File: config.mk
export PLATFORM = sky130hd
export DESIGN_NAME = maxpool2x2_sequencer_flat
export DESIGN_NICKNAME = d
export VERILOG_FILES = /design/src/rtl/maxpool2x2_sequencer_if.sv /design/src/rtl/maxpool2x2_sequencer.sv /design/src/flat_wrapper.sv
export SDC_FILE = /design/constraint.sdc
export NUM_CORES = 1
export LEC_CHECK = 0
export ABC_AREA = 1
export CAP_MARGIN = 5
export CORE_UTILIZATION = 25
export CTS_CLUSTER_DIAMETER = 150
export DETAILED_ROUTE_END_ITERATION = 7
export GPL_TIMING_DRIVEN = 0
export SYNTH_ARGS = -nofsm -noshare
export SYNTH_HDL_FRONTEND = slang
export SYNTH_SLANG_ARGS = --single-unit
File: constraint.sdc
create_clock -name iCLK -period 5.3 [get_ports iCLK]
set_input_delay 1.325 -clock iCLK [delete_from_list [all_inputs] [get_ports iCLK]]
set_output_delay 1.325 -clock iCLK [all_outputs]
set_load 0.1 [all_outputs]
File: src/rtl/maxpool2x2_sequencer_if.sv
// Pixel-stream handshakes for the 2x2 max-pool sequencer: upstream pixels in, pooled pixels out.
interface maxpool2x2_sequencer_if;
  logic iVALID;
  logic iDATA;
  logic oREADY;
  logic oVALID;
  logic oDATA;
  logic iREADY;

  modport slave  (input iVALID, iDATA, iREADY, output oREADY, oVALID, oDATA);
  modport master (output iVALID, iDATA, iREADY, input oREADY, oVALID, oDATA);
endinterface

File: src/rtl/maxpool2x2_sequencer.sv
// 2x2/stride-2 max pooling on a binary raster stream: buffers each even row, then ORs each
// 2x2 window while the following odd row streams in.
module maxpool2x2_sequencer #(
  parameter int IMG_W = 30,
  parameter int IMG_H = 30,
  parameter int CW    = 5
) (
  input  logic                    iCLK,
  input  logic                    iRSTn,
  input  logic                    iCLR,
  input  logic                    iSTART,
  maxpool2x2_sequencer_if.slave   pix,
  output logic                    oBUSY,
  output logic                    oDONE
);

  typedef enum logic [2:0] {IDLE, EVEN, ODD, LAST, DRAIN, DONE} state_t;

  localparam logic [CW-1:0] COL_END = CW'(IMG_W - 1);
  localparam logic [CW-1:0] ROW_END = CW'(IMG_H - 1);
  localparam logic [CW-1:0] ROW_PEN = CW'(IMG_H - 2);
  localparam bit            H_ODD   = (IMG_H % 2) == 1;

  state_t                state;
  logic [CW-1:0]         col;
  logic [CW-1:0]         row;
  logic [(1<<CW)-1:0]    lineBuf;
  logic                  prev;

  logic                  accept;
  logic                  colEnd;
  logic [CW-1:0]         colPrev;
  logic                  vld_p0;
  logic                  pool_p0;

  function automatic logic poolOr(input logic a, input logic b, input logic c, input logic d);
    return a | b | c | d;
  endfunction

  // Stalling input while a result waits keeps the output register from being overwritten.
  assign pix.oREADY = (state == EVEN || state == ODD || state == LAST) &&
                      !(pix.oVALID && !pix.iREADY);
  assign accept  = pix.iVALID && pix.oREADY;
  assign colEnd  = (col == COL_END);
  assign colPrev = col - CW'(1);

  // Stage p0: window complete on the odd-row, odd-column accept
  assign vld_p0  = accept && (state == ODD) && col[0];
  assign pool_p0 = poolOr(lineBuf[colPrev], lineBuf[col], prev, pix.iDATA);

  always_ff @(posedge iCLK or negedge iRSTn) begin
    if (!iRSTn) begin
      state      <= IDLE;
      col        <= '0;
      row        <= '0;
      lineBuf    <= '0;
      prev       <= 1'b0;
      pix.oVALID <= 1'b0;
      pix.oDATA  <= 1'b0;
      oDONE      <= 1'b0;
      oBUSY      <= 1'b0;
    end else if (iCLR) begin
      state      <= IDLE;
      col        <= '0;
      row        <= '0;
      lineBuf    <= '0;
      prev       <= 1'b0;
      pix.oVALID <= 1'b0;
      pix.oDATA  <= 1'b0;
      oDONE      <= 1'b0;
      oBUSY      <= 1'b0;
    end else begin
      oDONE <= 1'b0;

      // Stage p1: output register, reloadable in the same cycle it is taken
      if (vld_p0) begin
        pix.oVALID <= 1'b1;
        pix.oDATA  <= pool_p0;
      end else if (pix.oVALID && pix.iREADY) begin
        pix.oVALID <= 1'b0;
      end

      if (accept) begin
        if (state == EVEN) lineBuf[col] <= pix.iDATA;
        if (state == ODD && !col[0]) prev <= pix.iDATA;
        if (colEnd) begin
          col <= '0;
          row <= row + CW'(1);
        end else begin
          col <= col + CW'(1);
        end
      end

      case (state)
        IDLE: begin
          if (iSTART) begin
            state <= EVEN;
            oBUSY <= 1'b1;
          end
        end
        EVEN: begin
          if (accept && colEnd) state <= (row == ROW_END) ? DRAIN : ODD;
        end
        ODD: begin
          if (accept && colEnd) begin
            if (row == ROW_END)                state <= DRAIN;
            else if (H_ODD && row == ROW_PEN)  state <= LAST;
            else                               state <= EVEN;
          end
        end
        LAST: begin
          if (accept && colEnd) state <= DRAIN;
        end
        DRAIN: begin
          if (!pix.oVALID || pix.iREADY) begin
            state <= DONE;
            oDONE <= 1'b1;
          end
        end
        DONE: begin
          state <= IDLE;
          oBUSY <= 1'b0;
          col   <= '0;
          row   <= '0;
        end
        default: begin
          state <= IDLE;
          oBUSY <= 1'b0;
        end
      endcase
    end
  end

endmodule

File: src/flat_wrapper.sv
// flat-port wrapper written by rule: the top's interface ports become plain ports
module maxpool2x2_sequencer_flat 
#(
  parameter int IMG_W = 30,
  parameter int IMG_H = 30,
  parameter int CW    = 5
)
  (iCLK, iRSTn, iCLR, iSTART, oBUSY, oDONE, pix_iVALID, pix_iDATA, pix_iREADY, pix_oREADY, pix_oVALID, pix_oDATA);
  maxpool2x2_sequencer_if pix_i ();
  input  logic iCLK;
  input  logic iRSTn;
  input  logic iCLR;
  input  logic iSTART;
  output logic oBUSY;
  output logic oDONE;
  input wire logic [$bits(pix_i.iVALID)-1:0] pix_iVALID;
  input wire logic [$bits(pix_i.iDATA)-1:0] pix_iDATA;
  input wire logic [$bits(pix_i.iREADY)-1:0] pix_iREADY;
  output wire logic [$bits(pix_i.oREADY)-1:0] pix_oREADY;
  output wire logic [$bits(pix_i.oVALID)-1:0] pix_oVALID;
  output wire logic [$bits(pix_i.oDATA)-1:0] pix_oDATA;
  assign pix_i.iVALID = pix_iVALID;
  assign pix_i.iDATA = pix_iDATA;
  assign pix_i.iREADY = pix_iREADY;
  assign pix_oREADY = pix_i.oREADY;
  assign pix_oVALID = pix_i.oVALID;
  assign pix_oDATA = pix_i.oDATA;
  maxpool2x2_sequencer #(.IMG_W(IMG_W), .IMG_H(IMG_H), .CW(CW)) u_core (.iCLK(iCLK), .iRSTn(iRSTn), .iCLR(iCLR), .iSTART(iSTART), .pix(pix_i), .oBUSY(oBUSY), .oDONE(oDONE));
endmodule
==> impl_results.md <==
- Status: complete, no violations
- Vias in the first global route: around 3000
- Dpl hpwl: approximately 6.7 mm
- Worst slew pin tran: 0.9636 ns
- Crit. End Element: output pin
- Critical-path cell list: clkdlybuf4s50_1 > nor2_1 > nor2_1 > clkdlybuf4s50_1
- Hold Vio Cnt, Final: 0
- Final setup fails: 0
- Setup Fix Bufs, Post-CTS: 0
- Slew Limit Fails: 0
- DR vias: 3180
- Core Footprint: approximately 13000 sq um
- Clock Latency Late Sink: 0.30 ns
- Total of max-cap violations: 0
- DP Worst Slack: between 0.7 and 0.8 ns
- Mean Syn Cell Area: just under 7 sq um
- Layout Area Growth over Synthesis: 15.00%
- Syn Inst Count: 483
- Post-synth top area share: about 38%
- CTS tree: built
- Diode count: 0
- Hold path depth: 2
- VDD IR max: between 100 and 150 uV
- Drt total wl: between 9 and 10 mm
- Worst path required time: between 3 and 4 ns
- Hold path endpoint: u_core.prev
- Dominant cell type by area after synthesis: dfrtp_1
- Clock root buffer master: clkbuf_16
- Max Freq: ~0.22 GHz
- Sequential fraction of the synthesis area: a little under two fifths
- Reg2reg end: u_core.pix.oDATA
- Synth Area in Adders: 2.278%
- CTS Buf Count: 5
- Worst R2R Path Depth: 14
- Synthesized net count: approximately 500
- Synth Area in Compound Gates: between 10% and 20%
- Initial antenna violation count: 0
- RSZ-0062 raised after global routing: false
- Worst slew margin: between 30% and 40%
- Share of layout cells above drive strength 1: between 7 and 8%
- Largest net degree at the start of global routing: 27
- #FFs+latches synth: 50
- Arrival time at the worst endpoint: 3.22 ns
- CTS sink count: 50
- Number of hold buffers added after cts: 0
- DRC Markers: 0
- Crit-path max FO: 4
- Routability cong.: between 0.9 and 1
- Final worst path period need: between 4 and 5 ns
- Non-Filler Instances: a little under 700
- Prevailing post-synth register cell: dfrtp_1
- Input/output buffers: 11
- Asr flop ratio synth: 100.0%
- XOR/XNOR share of the synthesized area: less than 1%
- Fin nets: a little over 500
- CP max-delay cell: clkdlybuf4s50_1
- Power Dens Cells: ~340 nW/um^2
- Post-route ant nets: 0
- DRT iter0 DRCs: 295
- Worst-case clock skew: 0.01106 ns
- Flop2flop setup slack: 2.56 ns
- Number of enable flip-flop cells after synthesis: 0
- Post-DR vias/cell: 4.711
- Family with the most delay on the worst path: buffers and inverters
- Die Ht: roughly 120 um
- Worst-path clk slew: 0.08 ns
- Die Area: around 14000 sq um
- Total iterations of the first detailed-routing run: 6
- Synth Warn #: 0
- Setup ws final: roughly 0.75 ns
- RR Startpoint: u_core.col[1]
- Post-synthesis mux area share: less than 1%
- All-Layer GR Usage: around 15%
- Kind of critical path: in -> out
- Dominant cells by area after synthesis: dfrtp_1, nand2_1, inv_1, nand3_1, o21ai_0
- Combinational family with the most area after synthesis: simple AND/OR/NAND/NOR gates
- Chip width: 116.8 um
- Worst setup SP type: input pin
- Synth cell types: 35
- Maximum level of the CTS H-tree: 2
- DR WL/cell: 13.56 um
- Tcrit/Tclk final: between 80% and 90%
- Gr ovfl total: 0
- Post_cts resized: 0
- Clock buffer depth: 2
- Setup TNS: 0 ns
- P_leak: about 1.9 nW
- Hold_sp: u_core.prev
- Largest stage delay, worst path: 1.16 ns
- FP Rows: 41
- I/O Pins: 12
- Worst Hold Class: reg -> reg
- Worst path bufs/invs: 2
- Inst Count DP: approximately 670
- Simple-gate share of the synthesized area: 25.66%
- Global-route wire length before repair: 15.27 mm
- Synth Cell Area: 3296 sq um
- Initial Utilization: about 26%
[synthesized netlist by cell type, drive strengths merged (2+ instances only)]
cell / n
o211ai: 9
o21ai: 82
o22ai: 2
o31ai: 2
nor2: 23
inv: 91
nand3: 43
clkinv: 3
xor2: 2
nand4: 4
a21oi: 19
dfrtp: 50
clkbuf: 7
nand2: 112
nor3: 7
ha: 6
buf: 13
[cell families (layout without fill, tap and decap cells)]
logic type | Yosys count | count (layout)
and+or+nand+nor | 191 | 191
xor gates and xnor gates | 3 | 3
DFF | 50 | 50
adders and majority gates | 6 | 6
buffers and inverters | 114 | 134
AOI/OAI and AO/OA | 118 | 118
muxes | 1 | 1
[area by class of cell]
class / instances / area [sq um]
Multi-Input combinational cell: 319 / 1593
Tap cell: 172 / 215.2
Clock buffer: 5 / 125.1
Timing Repair Buffer: 12 / 125.1
Sequential cell: 50 / 1251
Buffer: 20 / 93.84
Clock inverter: 3 / 28.78
Fill cell: 1460 / 8932
Inverter: 94 / 357.8
[flip-flops by register name, indices dropped and copies added, names as in the netlist]
register,count
u_core.col,5
u_core.prev,1
u_core.row,5
u_core.oDONE,1
u_core.oBUSY,1
u_core.state,3
u_core.pix.oDATA,1
u_core.pix.oVALID,1
u_core.lineBuf,32
[layout by cell type (no fill, tap or decap), types with 2 or more instances in the layout]
master	n
ha_1	6
o21ai_1	39
nor3_1	6
o31ai_1	2
clkinv_4	2
o21ai_0	42
inv_2	8
clkdlybuf4s50_1	10
nand3_1	43
nand2_2	4
a21oi_1	19
dfrtp_1	50
o22ai_1	2
nor2_1	22
buf_1	3
clkbuf_1	7
inv_1	83
nand2_1	105
nand4_1	4
clkbuf_16	5
xor2_1	2
nand2_4	3
o211ai_1	9
buf_2	10
clkinv_1	2
[per-stage QoR]
stage / utilization, % / area, sq um / hold slack [ns] / total power [mW]
final: 29.79 / 3790 / 0.4882 / 1.306
after global routing: 29.79 / 3790 / 0.5178 / 1.393
after CTS: 29.79 / 3790 / 0.4951 / 1.316
after detailed placement: 28.58 / 3636 / 0.4750 / 0.9664
after global placement: 28.46 / 3621 / 0.4707 / 0.9641
after floorplan: - / 3296 / 0.4540 / 0.8231
[report_power, final]
group,switching [mW],internal (mW),leakage [nW]
clock network,0.160,0.181,0.0763
logic,0.387,0.161,1.16
registers,0.0144,0.402,0.690
total,0.562,0.745,1.93
[worst max path at each step]
| stage | endpoint | cells after the start | startpoint | slack, ns |
|---|---|---|---|---|
| final | pix_oREADY | 4 | pix_iREADY | 0.75 |
| after global routing | pix_oREADY | 4 | pix_iREADY | 0.71 |
| after CTS | pix_oREADY | 4 | pix_iREADY | 0.76 |
| after detailed placement | pix_oREADY | 4 | pix_iREADY | 0.76 |
| after global placement | pix_oREADY | 4 | pix_iREADY | 0.75 |
| after floorplan | pix_oREADY | 2 | pix_iREADY | 1.24 |
[tightest hold or removal path, cell delays in order (launching register included)]
cell     delay, ns
dfrtp_1       0.35
nand2_1       0.05
o21ai_0       0.06
[metal layers]
layer / track usage, % / part of all wire, %
met2: 22.88 / 44
met4: 4.726 / 2.2
met5: 0 / 0
met1: 20.30 / 48
met3: 2.420 / 5.8
No activity file was read; power rests on OpenSTA's default activity.
